**src/rtl/sigen_pkg.sv**
```systemverilog
// Register map, wave encodings and status layout shared by the signal generator bus slave.
// Pure declarations: no latency, no flow control.
// Word offsets are adr[7:2] inside the 256-byte window.
package sigen_pkg;

    localparam logic [5:0] OFF_CTRL      = 6'h00;
    localparam logic [5:0] OFF_TUNING    = 6'h01;
    localparam logic [5:0] OFF_AMPLITUDE = 6'h02;
    localparam logic [5:0] OFF_STATUS    = 6'h03;
    localparam logic [5:0] OFF_PUSH      = 6'h04;
    localparam logic [5:0] OFF_ID        = 6'h05;

    localparam logic [31:0] SIGEN_ID = 32'h5347_0001;

    typedef enum logic [1:0] {
        WAVE_SINE   = 2'd0,
        WAVE_SQUARE = 2'd1,
        WAVE_TRI    = 2'd2,
        WAVE_ARB    = 2'd3
    } wave_sel_t;

    localparam int CTRL_EN     = 0;
    localparam int CTRL_FLUSH  = 3;
    localparam int CTRL_IRQ_EN = 4;

    localparam int ST_EMPTY     = 0;
    localparam int ST_FULL      = 1;
    localparam int ST_UNDERRUN  = 2;
    localparam int ST_OVERFLOW  = 3;
    localparam int ST_LEVEL_LSB = 8;

    function automatic logic [31:0] sel_mask(input logic [3:0] sel);
        return {{8{sel[3]}}, {8{sel[2]}}, {8{sel[1]}}, {8{sel[0]}}};
    endfunction

endpackage

```
**src/rtl/sigen_sample_fifo.sv**
```systemverilog
// Synchronous sample FIFO with flush and occupancy level.
// Latency: a push is visible at the head the cycle after it is written (no fall-through).
// Backpressure: push is dropped when full unless a pop frees a slot in the same cycle; flush wins over pop.
module sigen_sample_fifo #(
    parameter int DEPTH = 16,
    parameter int WIDTH = 12,
    localparam int AW   = $clog2(DEPTH)
) (
    input  logic             clk,
    input  logic             rst,
    input  logic             push,
    input  logic [WIDTH-1:0] push_dat,
    input  logic             pop,
    input  logic             flush,
    output logic             full,
    output logic             empty,
    output logic [WIDTH-1:0] head,
    output logic [AW:0]      level
);

    localparam logic [AW-1:0] PTR_ONE  = 1;
    localparam logic [AW:0]   CNT_ONE  = 1;
    localparam logic [AW:0]   CNT_FULL = DEPTH[AW:0];

    logic [WIDTH-1:0] mem [DEPTH];
    logic [AW-1:0]    wr_ptr;
    logic [AW-1:0]    rd_ptr;
    logic [AW:0]      count;
    logic             pop_ok;
    logic             push_ok;

    assign empty   = (count == '0);
    assign full    = (count == CNT_FULL);
    assign level   = count;
    assign head    = mem[rd_ptr];
    assign pop_ok  = pop & ~empty;
    assign push_ok = push & (~full | pop_ok);

    always_ff @(posedge clk) begin
        if (rst) begin
            wr_ptr <= '0;
            rd_ptr <= '0;
            count  <= '0;
            for (int i = 0; i < DEPTH; i++) begin
                mem[i] <= '0;
            end
        end else if (flush) begin
            wr_ptr <= '0;
            rd_ptr <= '0;
            count  <= '0;
        end else begin
            if (push_ok) begin
                mem[wr_ptr] <= push_dat;
                wr_ptr      <= wr_ptr + PTR_ONE;
            end
            if (pop_ok) begin
                rd_ptr <= rd_ptr + PTR_ONE;
            end
            case ({push_ok, pop_ok})
                2'b10:   count <= count + CNT_ONE;
                2'b01:   count <= count - CNT_ONE;
                default: count <= count;
            endcase
        end
    end

endmodule

```
**src/rtl/sigen_wb_ctrl.sv**
```systemverilog
// Wishbone classic slave holding signal generator config, sample FIFO, sticky flags and irq.
// Latency: ack one cycle after request, never on consecutive cycles; config takes effect on the ack edge.
// Backpressure: bus never stalls; samples stream out on smp_valid/smp_ready, pushes into a full FIFO are dropped.
module sigen_wb_ctrl
    import sigen_pkg::*;
#(
    parameter logic [31:0] BASE_ADDR  = 32'h3000_0000,
    parameter int          FIFO_DEPTH = 16,
    parameter int          SAMPLE_W   = 12
) (
    input  logic                wb_clk_i,
    input  logic                wb_rst_i,
    input  logic                wbs_stb_i,
    input  logic                wbs_cyc_i,
    input  logic                wbs_we_i,
    input  logic [3:0]          wbs_sel_i,
    input  logic [31:0]         wbs_adr_i,
    input  logic [31:0]         wbs_dat_i,
    output logic                wbs_ack_o,
    output logic [31:0]         wbs_dat_o,
    output logic                gen_enable,
    output logic [1:0]          gen_wave_sel,
    output logic [31:0]         gen_tuning_word,
    output logic [SAMPLE_W-1:0] gen_amplitude,
    output logic                gen_cfg_update,
    output logic [SAMPLE_W-1:0] smp_data,
    output logic                smp_valid,
    input  logic                smp_ready,
    output logic                irq_o
);

    localparam int LW = $clog2(FIFO_DEPTH) + 1;

    wave_sel_t   wave_q;
    logic        irq_en;
    logic        underrun;
    logic        overflow;

    logic        req;
    logic        hit;
    logic [5:0]  off;
    logic        wr_ctrl, wr_tuning, wr_amp, wr_status, wr_push;
    logic [31:0] byte_mask;
    logic [31:0] rdata;
    logic [31:0] status;

    logic        fifo_full, fifo_empty;
    logic [LW-1:0] fifo_level;
    logic        flush, push, pop;
    logic        set_unf, set_ovf, clr_unf, clr_ovf;
    logic        unused_adr;

    assign unused_adr = ^wbs_adr_i[1:0];

    assign req       = wbs_cyc_i & wbs_stb_i & ~wbs_ack_o;
    assign hit       = (wbs_adr_i[31:8] == BASE_ADDR[31:8]);
    assign off       = wbs_adr_i[7:2];
    assign byte_mask = sel_mask(wbs_sel_i);

    assign wr_ctrl   = req & wbs_we_i & hit & (off == OFF_CTRL);
    assign wr_tuning = req & wbs_we_i & hit & (off == OFF_TUNING);
    assign wr_amp    = req & wbs_we_i & hit & (off == OFF_AMPLITUDE);
    assign wr_status = req & wbs_we_i & hit & (off == OFF_STATUS);
    assign wr_push   = req & wbs_we_i & hit & (off == OFF_PUSH);

    assign smp_valid = ~fifo_empty;
    assign pop       = smp_valid & smp_ready;
    assign flush     = wr_ctrl & wbs_sel_i[0] & wbs_dat_i[CTRL_FLUSH];
    assign push      = wr_push & (|wbs_sel_i);

    // A push into a full FIFO survives only if the head leaves in the same cycle.
    assign set_ovf = push & fifo_full & ~pop;
    assign set_unf = smp_ready & fifo_empty & gen_enable & (wave_q == WAVE_ARB);
    assign clr_unf = wr_status & wbs_sel_i[0] & wbs_dat_i[ST_UNDERRUN];
    assign clr_ovf = wr_status & wbs_sel_i[0] & wbs_dat_i[ST_OVERFLOW];

    assign gen_wave_sel = wave_q;

    always_comb begin
        status                         = '0;
        status[ST_EMPTY]               = fifo_empty;
        status[ST_FULL]                = fifo_full;
        status[ST_UNDERRUN]            = underrun;
        status[ST_OVERFLOW]            = overflow;
        status[ST_LEVEL_LSB +: LW]     = fifo_level;
    end

    always_comb begin
        rdata = '0;
        if (hit) begin
            case (off)
                OFF_CTRL: begin
                    rdata[CTRL_EN]     = gen_enable;
                    rdata[2:1]         = wave_q;
                    rdata[CTRL_IRQ_EN] = irq_en;
                end
                OFF_TUNING:    rdata = gen_tuning_word;
                OFF_AMPLITUDE: rdata[SAMPLE_W-1:0] = gen_amplitude;
                OFF_STATUS:    rdata = status;
                OFF_ID:        rdata = SIGEN_ID;
                default:       rdata = '0;
            endcase
        end
    end

    always_ff @(posedge wb_clk_i) begin
        if (wb_rst_i) begin
            wbs_ack_o       <= 1'b0;
            wbs_dat_o       <= '0;
            gen_enable      <= 1'b0;
            wave_q          <= WAVE_SINE;
            gen_tuning_word <= '0;
            gen_amplitude   <= '0;
            gen_cfg_update  <= 1'b0;
            irq_en          <= 1'b0;
            underrun        <= 1'b0;
            overflow        <= 1'b0;
            irq_o           <= 1'b0;
        end else begin
            wbs_ack_o      <= req;
            wbs_dat_o      <= (req & ~wbs_we_i) ? rdata : '0;
            gen_cfg_update <= wr_ctrl | wr_tuning | wr_amp;

            if (wr_ctrl && wbs_sel_i[0]) begin
                gen_enable <= wbs_dat_i[CTRL_EN];
                wave_q     <= wave_sel_t'(wbs_dat_i[2:1]);
                irq_en     <= wbs_dat_i[CTRL_IRQ_EN];
            end
            if (wr_tuning) begin
                gen_tuning_word <= (gen_tuning_word & ~byte_mask) | (wbs_dat_i & byte_mask);
            end
            if (wr_amp) begin
                gen_amplitude <= (gen_amplitude & ~byte_mask[SAMPLE_W-1:0])
                               | (wbs_dat_i[SAMPLE_W-1:0] & byte_mask[SAMPLE_W-1:0]);
            end

            underrun <= set_unf | (underrun & ~clr_unf);
            overflow <= set_ovf | (overflow & ~clr_ovf);
            irq_o    <= irq_en & (underrun | overflow);
        end
    end

    sigen_sample_fifo #(
        .DEPTH (FIFO_DEPTH),
        .WIDTH (SAMPLE_W)
    ) u_fifo (
        .clk      (wb_clk_i),
        .rst      (wb_rst_i),
        .push     (push),
        .push_dat (wbs_dat_i[SAMPLE_W-1:0]),
        .pop      (pop),
        .flush    (flush),
        .full     (fifo_full),
        .empty    (fifo_empty),
        .head     (smp_data),
        .level    (fifo_level)
    );

endmodule

```
**config.mk**
```make
export PLATFORM = sky130hd
export DESIGN_NAME = sigen_wb_ctrl
export DESIGN_NICKNAME = d
export VERILOG_FILES = /design/src/rtl/sigen_pkg.sv /design/src/rtl/sigen_sample_fifo.sv /design/src/rtl/sigen_wb_ctrl.sv
export SDC_FILE = /design/constraint.sdc
export NUM_CORES = 1
export LEC_CHECK = 0
export CAP_MARGIN = 20
export CORE_MARGIN = 2
export CORE_UTILIZATION = 30
export CTS_CLUSTER_SIZE = 40
export DETAILED_ROUTE_END_ITERATION = 10
export SLEW_MARGIN = 25
export SYNTH_ARGS = -nofsm -noshare
export SYNTH_HDL_FRONTEND = slang
export SYNTH_HIERARCHICAL = 1
export SYNTH_SLANG_ARGS = --single-unit
```
**constraint.sdc**
```tcl
create_clock -name wb_clk_i -period 4.4 [get_ports wb_clk_i]
set_input_delay 0.88 -clock wb_clk_i [delete_from_list [all_inputs] [get_ports wb_clk_i]]
set_output_delay 0.88 -clock wb_clk_i [all_outputs]
set_load 0.1 [all_outputs]
```
==> impl_summary.log, run 1 <==
[metrics] vias after detailed routing: 9,430
[metrics] Total Power: 5.81 mW
[metrics] gr usage total: 17.4%
[metrics] post-layout instance area: 16,400 um2
[metrics] synthesized net count: 1,165
[metrics] depth of the worst hold-timing path: 1
[metrics] ratio of cells with drive above 1 in the final layout: 14.5%
[metrics] Top FF cell, synth: edfxtp_1
[metrics] die area: 45,200 um2
[metrics] distinct cell type count after synthesis: 53
[metrics] remaining design rule violation count: 0
[metrics] area inside the core boundary: 43,100 um2
[metrics] required time reported for the critical path endpoint: 3.52 ns
[metrics] depth of the CTS H-tree: 1
[metrics] fraction of registers with async set/reset: 0%
[metrics] max-slew violation total from the final report: 0
[metrics] clock latency on the worst-skew pair: 0.59 ns
[metrics] Worst EP arrival: 2.82 ns
[metrics] headroom to the max-slew limit: 29.5%
[metrics] synthesized instance count: 1,082
[metrics] depth of the critical timing path with buffers and inverters included: 5
[metrics] vertical die dimension: 213 um
[metrics] Total Neg Setup Slack: 0 ns
[metrics] initial antenna violation count: 1
[metrics] Rows: 76
[metrics] clk sinks: 294
[metrics] RSZ-0062 raised after global routing: false
[metrics] endpoints failing hold: 0
[metrics] DP Wirelength: 26,100 um
[metrics] nets@finish: 1,334
[metrics] maximum number of pins on one net before global-route repair: 53
[metrics] Max stage delay on crit path: 0.64 ns
[metrics] type of the worst setup path: reg -> out
[metrics] number of input and output port buffers inserted: 166
[metrics] hold path start: wbs_ack_o$_SDFF_PP0_
[metrics] placement-stage worst setup slack: 0.349 ns
[metrics] outcome: finished clean
[metrics] worst r2r src: u_fifo/level[0]$_SDFFE_PP0P_
[metrics] utilization after layout: 38.0%
[metrics] total detailed-routing wirelength: 39,000 um
[metrics] dominant delay contributor by cell family on the critical path: flip-flops
[metrics] combined buffer and inverter count along the critical path: 2
[metrics] Placement Cell Area: 15,400 um2
[metrics] routability cong.: 0.896
[metrics] average cell area after synthesis: 12.1 um2
[metrics] Critical Path Sink Type: primary output
[metrics] wire length of the first global-routing pass: 58,700 um
[metrics] highest fanout seen on the critical path: 29
[metrics] least setup slack across all paths after layout: 0.704 ns
[metrics] effective utilization at floorplan: 30.3%
[metrics] TritonCTS buffer count: 31
[metrics] hold-fix buffers at CTS: 0
[metrics] Clock Skews: 0.0164 ns
[metrics] power per unit of standard cell area: 355 nW/um2
[metrics] drt first pass iters: 8
[metrics] kind of start point of the critical path: register
[metrics] Layout area overhead: 25.2%
[metrics] average wire per cell in the routed design: 21.0 um
[metrics] VDD IR max: 0.000273 V
[metrics] post-CTS setup repair buffer count: 0
[metrics] DRT antenna net count: 0
[metrics] Top-Level Pins: 169
[metrics] DR vias/cell: 5.08
[metrics] endpoints failing setup: 0
[metrics] Synth Warn #: 6
[metrics] Worst-path clk slew: 0.06 ns
[metrics] depth of the most critical reg-to-reg path: 9
[metrics] cell area after synthesis: 13,100 um2
[metrics] number of global-route vias before repair: 9,711
[metrics] sequential cell area fraction in the yosys report: 59.7%
[metrics] hold endpoint: wbs_ack_o$_SDFF_PP0_
[metrics] Fmax achieved: 0.271 GHz
[metrics] number of storage elements in the synthesis netlist: 294
[metrics] Chip Width: 213 um
[metrics] classification of the worst-slack hold path: reg -> reg
[metrics] FF-to-FF End: u_fifo/mem[7][1]$_SDFFCE_PN0P_
[metrics] Initial DRC Count: 830
[metrics] cell at the slowest stage of the critical path: dfxtp_4
[metrics] maximum number of buffers from clock root to sink: 3
[metrics] Final min period: 3.70 ns
[metrics] static leakage power: 5.25 nW
[metrics] transition time at the pin with the least slew margin: 1.05 ns
[metrics] post-cts repair resize count: 0
[metrics] total congestion overflow after global routing: 0
[metrics] Cell Chain, Critical Path: buf_12 > mux4_2 > a22oi_1 > nand2_1 > buf_4
[metrics] clock tree from TritonCTS: done
[metrics] CTS root buffer: clkbuf_16
[metrics] max cap viols: 0
[metrics] count of flip-flops with a built-in enable after synthesis: 192
[metrics] r2r setup slk: 1.01 ns
[metrics] fin crit share: 84.0%
-- worst max-delay path by stage --
stage	from	to	slack [ns]
3_5_place_dp	wbs_adr_i[4]	u_fifo/level[4]$_SDFFE_PP0P_	0.35
4_1_cts	register	smp_data[9]	0.60
2_1_floorplan	wbs_ack_o$_SDFF_PP0_	u_fifo/mem[2][0]$_SDFFCE_PN0P_	0.14
3_3_place_gp	wbs_adr_i[4]	u_fifo/level[4]$_SDFFE_PP0P_	0.31
6_report	register	smp_data[2]	0.70
5_1_grt	register	smp_data[9]	0.53
-- worst reg2reg max path: cells and delay by family (launching register included) --
family          cells  cell delay, ns
compound gates      1            0.68
buf+inv             3            0.81
flops               1            0.37
simple gates        5            1.29
-- through the flow --
| stage | hold slack (ns) | std cells |
|---|---|---|
| 2_1_floorplan | 0.448 | 1082 |
| 3_3_place_gp | 0.460 | 1803 |
| 3_5_place_dp | 0.464 | 1803 |
| 4_1_cts | 0.478 | 1856 |
| 5_1_grt | 0.510 | 1856 |
| 6_report | 0.482 | 1857 |
-- cell usage in the layout (no fill, tap or decap), types with 7 or more instances in the layout --
master           instances
a21oi_1                 45
nor2_1                 224
and4_1                   8
nor3_1                   8
a22oi_1                 32
mux4_2                  50
inv_1                    9
buf_4                   62
clkdlybuf4s50_1        152
o21ai_1                 10
nand2b_1                30
nor2b_1                 12
dfxtp_1                100
nand2_1                 77
clkbuf_16               31
nand3_1                  7
ha_1                     8
mux2i_1                 22
edfxtp_1               192
nand4_1                 44
and2_1                  17
o31ai_1                 33
-- area by class of cell --
| class | instances | area [um2] |
|---|---|---|
| clock buffers | 38 | 832 |
| fillers | 4200 | 26700 |
| well taps | 585 | 732 |
| diodes | 1 | 2.50 |
| multi-input cells | 698 | 4800 |
| inverters | 9 | 33.8 |
| repair buffers | 217 | 2030 |
| clock inverters | 15 | 115 |
| flip-flops and latches | 294 | 7810 |
-- where the power goes --
part,switching [mW],internal (mW)
combinational,0.174,0.121
clock,1.09,1.39
sequential,0.0206,3.02
-- synthesized netlist by cell type, types with 4 or more instances --
library cell | instances | area [um2]
dfxtp_1 | 102 | 2040
o21ai_2 | 4 | 35.0
nand2_1 | 77 | 289
nor2b_1 | 13 | 81.3
and2_1 | 17 | 106
o21ai_1 | 4 | 20.0
mux4_2 | 50 | 1130
nor4_1 | 6 | 37.5
mux2_2 | 6 | 67.6
a21oi_1 | 45 | 225
o31ai_1 | 37 | 278
ha_1 | 8 | 100
and4_1 | 8 | 70.1
mux2i_1 | 22 | 220
o211ai_1 | 5 | 37.5
buf_6 | 16 | 180
nand3_1 | 7 | 35.0
clkbuf_1 | 43 | 161
nor3_1 | 8 | 40.0
nand4_1 | 44 | 275
nor2_1 | 224 | 841
buf_1 | 6 | 22.5
buf_2 | 14 | 70.1
a22oi_1 | 32 | 240
or4_1 | 5 | 37.5
inv_1 | 9 | 33.8
o21ai_0 | 9 | 45.0
nand2b_1 | 30 | 188
nor4b_1 | 4 | 35.0
edfxtp_1 | 192 | 5770
-- routing by layer --
layer,track usage (%),part of all wire (%),vias up
li1,-,-,4336
met4,3.95,2.0,0
met5,0,0,-
met3,4.93,11,51
met2,28.0,46,439
met1,23.2,41,4604
-- cell families after synthesis --
family | after synthesis | synth area share, %
adder cells (fa/ha/maj) | 9 | 0.919
multiplexers | 78 | 10.8
AO/OA/AOI/OAI | 149 | 7.82
XOR/XNOR | 5 | 0.335
AND/OR/NAND/NOR | 457 | 16.7
buffers and inverters | 90 | 3.70
flip-flops | 294 | 59.7
Note: power is estimated with default switching activity, not from simulation.
==> run 2: changes to the inputs <==
clock period = 3.1 ns   (was 4.4 ns; I/O delays follow)
==> impl_summary.log, run 2 (synthesized netlist as in run 1, its figures left out) <==
[metrics] endpoints failing setup: 0 (unchanged)
[metrics] total congestion overflow after global routing: 0 (unchanged)
[metrics] Worst EP arrival: 2.41 ns (-0.41 ns)
[metrics] nets@finish: 1,384 (+3.7%)
[metrics] endpoints failing hold: 0 (unchanged)
[metrics] Switching Share: 22.6% (+0.55 points)
[metrics] combinational cell fraction of total power: 6.1% (+1.0 points)
[metrics] Fmax achieved: 0.330 GHz
[metrics] Top-Level Pins: 169 (unchanged)
[metrics] worst r2r src: u_fifo/level[2]$_SDFFE_PP0P_
[metrics] DRT antenna net count: 0 (unchanged)
[metrics] max-slew violation total from the final report: 0 (unchanged)
[metrics] number of global-route vias before repair: 9,650 (-0.63%)
[metrics] drt first pass iters: 5 (-3)
[metrics] Power Internal: 6.39 mW (+41%)
[metrics] max cap viols: 0 (unchanged)
[metrics] least setup slack across all paths after layout: 0.0695 ns (-0.634 ns)
[metrics] number of input and output port buffers inserted: 166 (unchanged)
[metrics] hold-fix buffers at CTS: 0 (unchanged)
[metrics] static leakage power: 5.83 nW (+11%)
[metrics] fin crit share: 97.8%
[metrics] ratio of cells with drive above 1 in the final layout: 25.5% (+11 points)
[metrics] clock tree from TritonCTS: done
[metrics] type of the worst setup path: reg -> out
[metrics] maximum number of pins on one net before global-route repair: 49 (-7.5%)
[metrics] leading cell type in the layout, fill and taps excluded: nor2_1
[metrics] Clock Skews: 0.0131 ns (-0.00333 ns)
[metrics] number of diodes: 0 (-1)
[metrics] classification of the worst-slack hold path: in -> reg
[metrics] part of the power in the clock network: 41.7% (-1.0 points)
[metrics] CTS root buffer: clkbuf_16
[metrics] clock latency on the worst-skew pair: 0.59 ns (about the same)
[metrics] DR vias/cell: 5.08 (about the same)
[metrics] average wire per cell in the routed design: 21.0 um (-0.21%)
[metrics] Max stage delay on crit path: 0.52 ns (-0.12 ns)
[metrics] total detailed-routing wirelength: 40,000 um (+2.6%)
[metrics] required time reported for the critical path endpoint: 2.48 ns (-1.04 ns)
[metrics] placement-stage worst setup slack: -0.441 ns (-0.790 ns)
[metrics] headroom to the max-slew limit: 40.5% (+11 points)
[metrics] wire length of the first global-routing pass: 60,000 um (+2.1%)
[metrics] routability cong.: 0.845 (-5.7%)
[metrics] power per unit of standard cell area: 483 nW/um2 (+36%)
[metrics] CP dominant cell by count: buf_12
[metrics] TritonCTS buffer count: 31 (unchanged)
[metrics] Chip Width: 213 um (unchanged)
[metrics] transition time at the pin with the least slew margin: 0.890 ns (-0.164 ns)
[metrics] RSZ-0062 raised after global routing: false
[metrics] depth of the CTS H-tree: 1 (unchanged)
[metrics] hold path start: wb_rst_i
[metrics] VDD IR max: 0.000396 V (+45%)
[metrics] number of cells in the design after placement: 1,850 (+2.6%)
[metrics] remaining design rule violation count: 0 (unchanged)
[metrics] combined buffer and inverter count along the critical path: 2 (unchanged)
[metrics] dominant delay contributor by cell family on the critical path: multiplexers
[metrics] P_sw: 1.87 mW (+46%)
[metrics] Layout area overhead: 30.8%
[metrics] Placement Cell Area: 16,100 um2 (+4.3%)
[metrics] commonest non-fill, non-tap cells in the layout: nor2_1, edfxtp_1, buf_4
[metrics] Initial DRC Count: 686 (-17%)
[metrics] effective utilization at floorplan: 30.3% (unchanged)
[metrics] DP Wirelength: 27,400 um (+4.8%)
[metrics] initial antenna violation count: 1 (unchanged)
[metrics] Worst-path clk slew: 0.06 ns (about the same)
[metrics] highest fanout seen on the critical path: 12 (-59%)
[metrics] maximum number of buffers from clock root to sink: 3 (unchanged)
[metrics] kind of start point of the critical path: register
[metrics] die area: 45,200 um2 (unchanged)
[metrics] Total Neg Setup Slack: 0 ns (unchanged)
[metrics] clk sinks: 294 (unchanged)
[metrics] Rows: 76 (unchanged)
[metrics] Critical Path Sink Type: primary output
[metrics] sequential fraction of design power: 52.2% (about the same)
[metrics] cell at the slowest stage of the critical path: mux4_2
[metrics] post-layout instance area: 17,100 um2 (+4.5%)
[metrics] post-route insts no fill: 1,909 (+2.8%)
[metrics] Filler Cell Count: 4,093 (-2.5%)
[metrics] Final min period: 3.03 ns
[metrics] vertical die dimension: 213 um (unchanged)
[metrics] hold_ws: 0.436 ns (-0.0457 ns)
[metrics] Cell Chain, Critical Path: buf_12 > mux4_2 > a22oi_2 > nand2_1 > buf_12
[metrics] area inside the core boundary: 43,100 um2 (unchanged)
[metrics] vias after detailed routing: 9,696 (+2.8%)
[metrics] gr usage total: 17.8% (+0.41 points)
[metrics] outcome: finished clean
[run 2: cell count changes in the layout (fill, tap and decap cells not counted), moves of 6 or more]
cell,change
buf_4,+100
clkdlybuf4s50_1,-82
buf_12,+31
a22oi_1,-11
a22oi_2,+11
o21ai_1,-9
o21ai_4,+6
[run 2: power groups by stage]
| stage | sequential [mW] | clock (mW) | combinational [mW] |
|---|---|---|---|
| final | 4.31 | 3.44 | 0.503 |
| after global routing | 4.32 | 3.68 | 0.527 |
| after CTS | 4.31 | 3.53 | 0.506 |
| after detailed placement | 4.40 | 0 | 0.502 |
| after global placement | 4.39 | 0 | 0.497 |
| after floorplan | 4.39 | 0 | 0.194 |
[run 2: timing repair]
action | 4_1_cts | 5_1_grt
resized for setup | 7 | 6
cloned | 1 | 0
hold endpoints to repair | 0 | 0
buffers inserted | 2 | 0
setup endpoints to repair | 12 | 6
pin swaps | 0 | 2
[run 2: through the flow]
| stage | power [mW] | util (%) |
|---|---|---|
| after CTS | 8.35 | 39.7 |
| after floorplan | 4.58 | - |
| after global routing | 8.52 | 39.7 |
| after detailed placement | 4.90 | 37.3 |
| after global placement | 4.88 | 37.3 |
| final | 8.25 | 39.7 |
[run 2: final timing paths]
check / endpoint / slack [ns] / depth (start not counted)
max: smp_data[11] / 0.07 / 5
min: overflow$_SDFF_PP0_ / 0.44 / 2
max reg2reg: u_fifo/mem[15][8]$_SDFFCE_PN0P_ / 0.26 / 8
min reg2reg: wbs_ack_o$_SDFF_PP0_ / 0.44 / 1
[run 2: metal layers]
metal	routed length, um	vias up	global-route usage [%]
met4	974	0	4.53
met1	16200	4717	23.6
met3	4090	58	4.66
li1	-	4451	-
met2	18700	470	29.0
met5	0	-	0
[run 2: cell type report]
cell class                 count  area, um2  area share, %
timing repair buffer         267       2610           15.3
tap                          585        732           4.28
clock buffer                  37        818           4.79
inverter                       9       33.8          0.198
sequential                   294       7820           45.7
clock inverter                19        105          0.615
multi-input combinational    698       4980           29.1
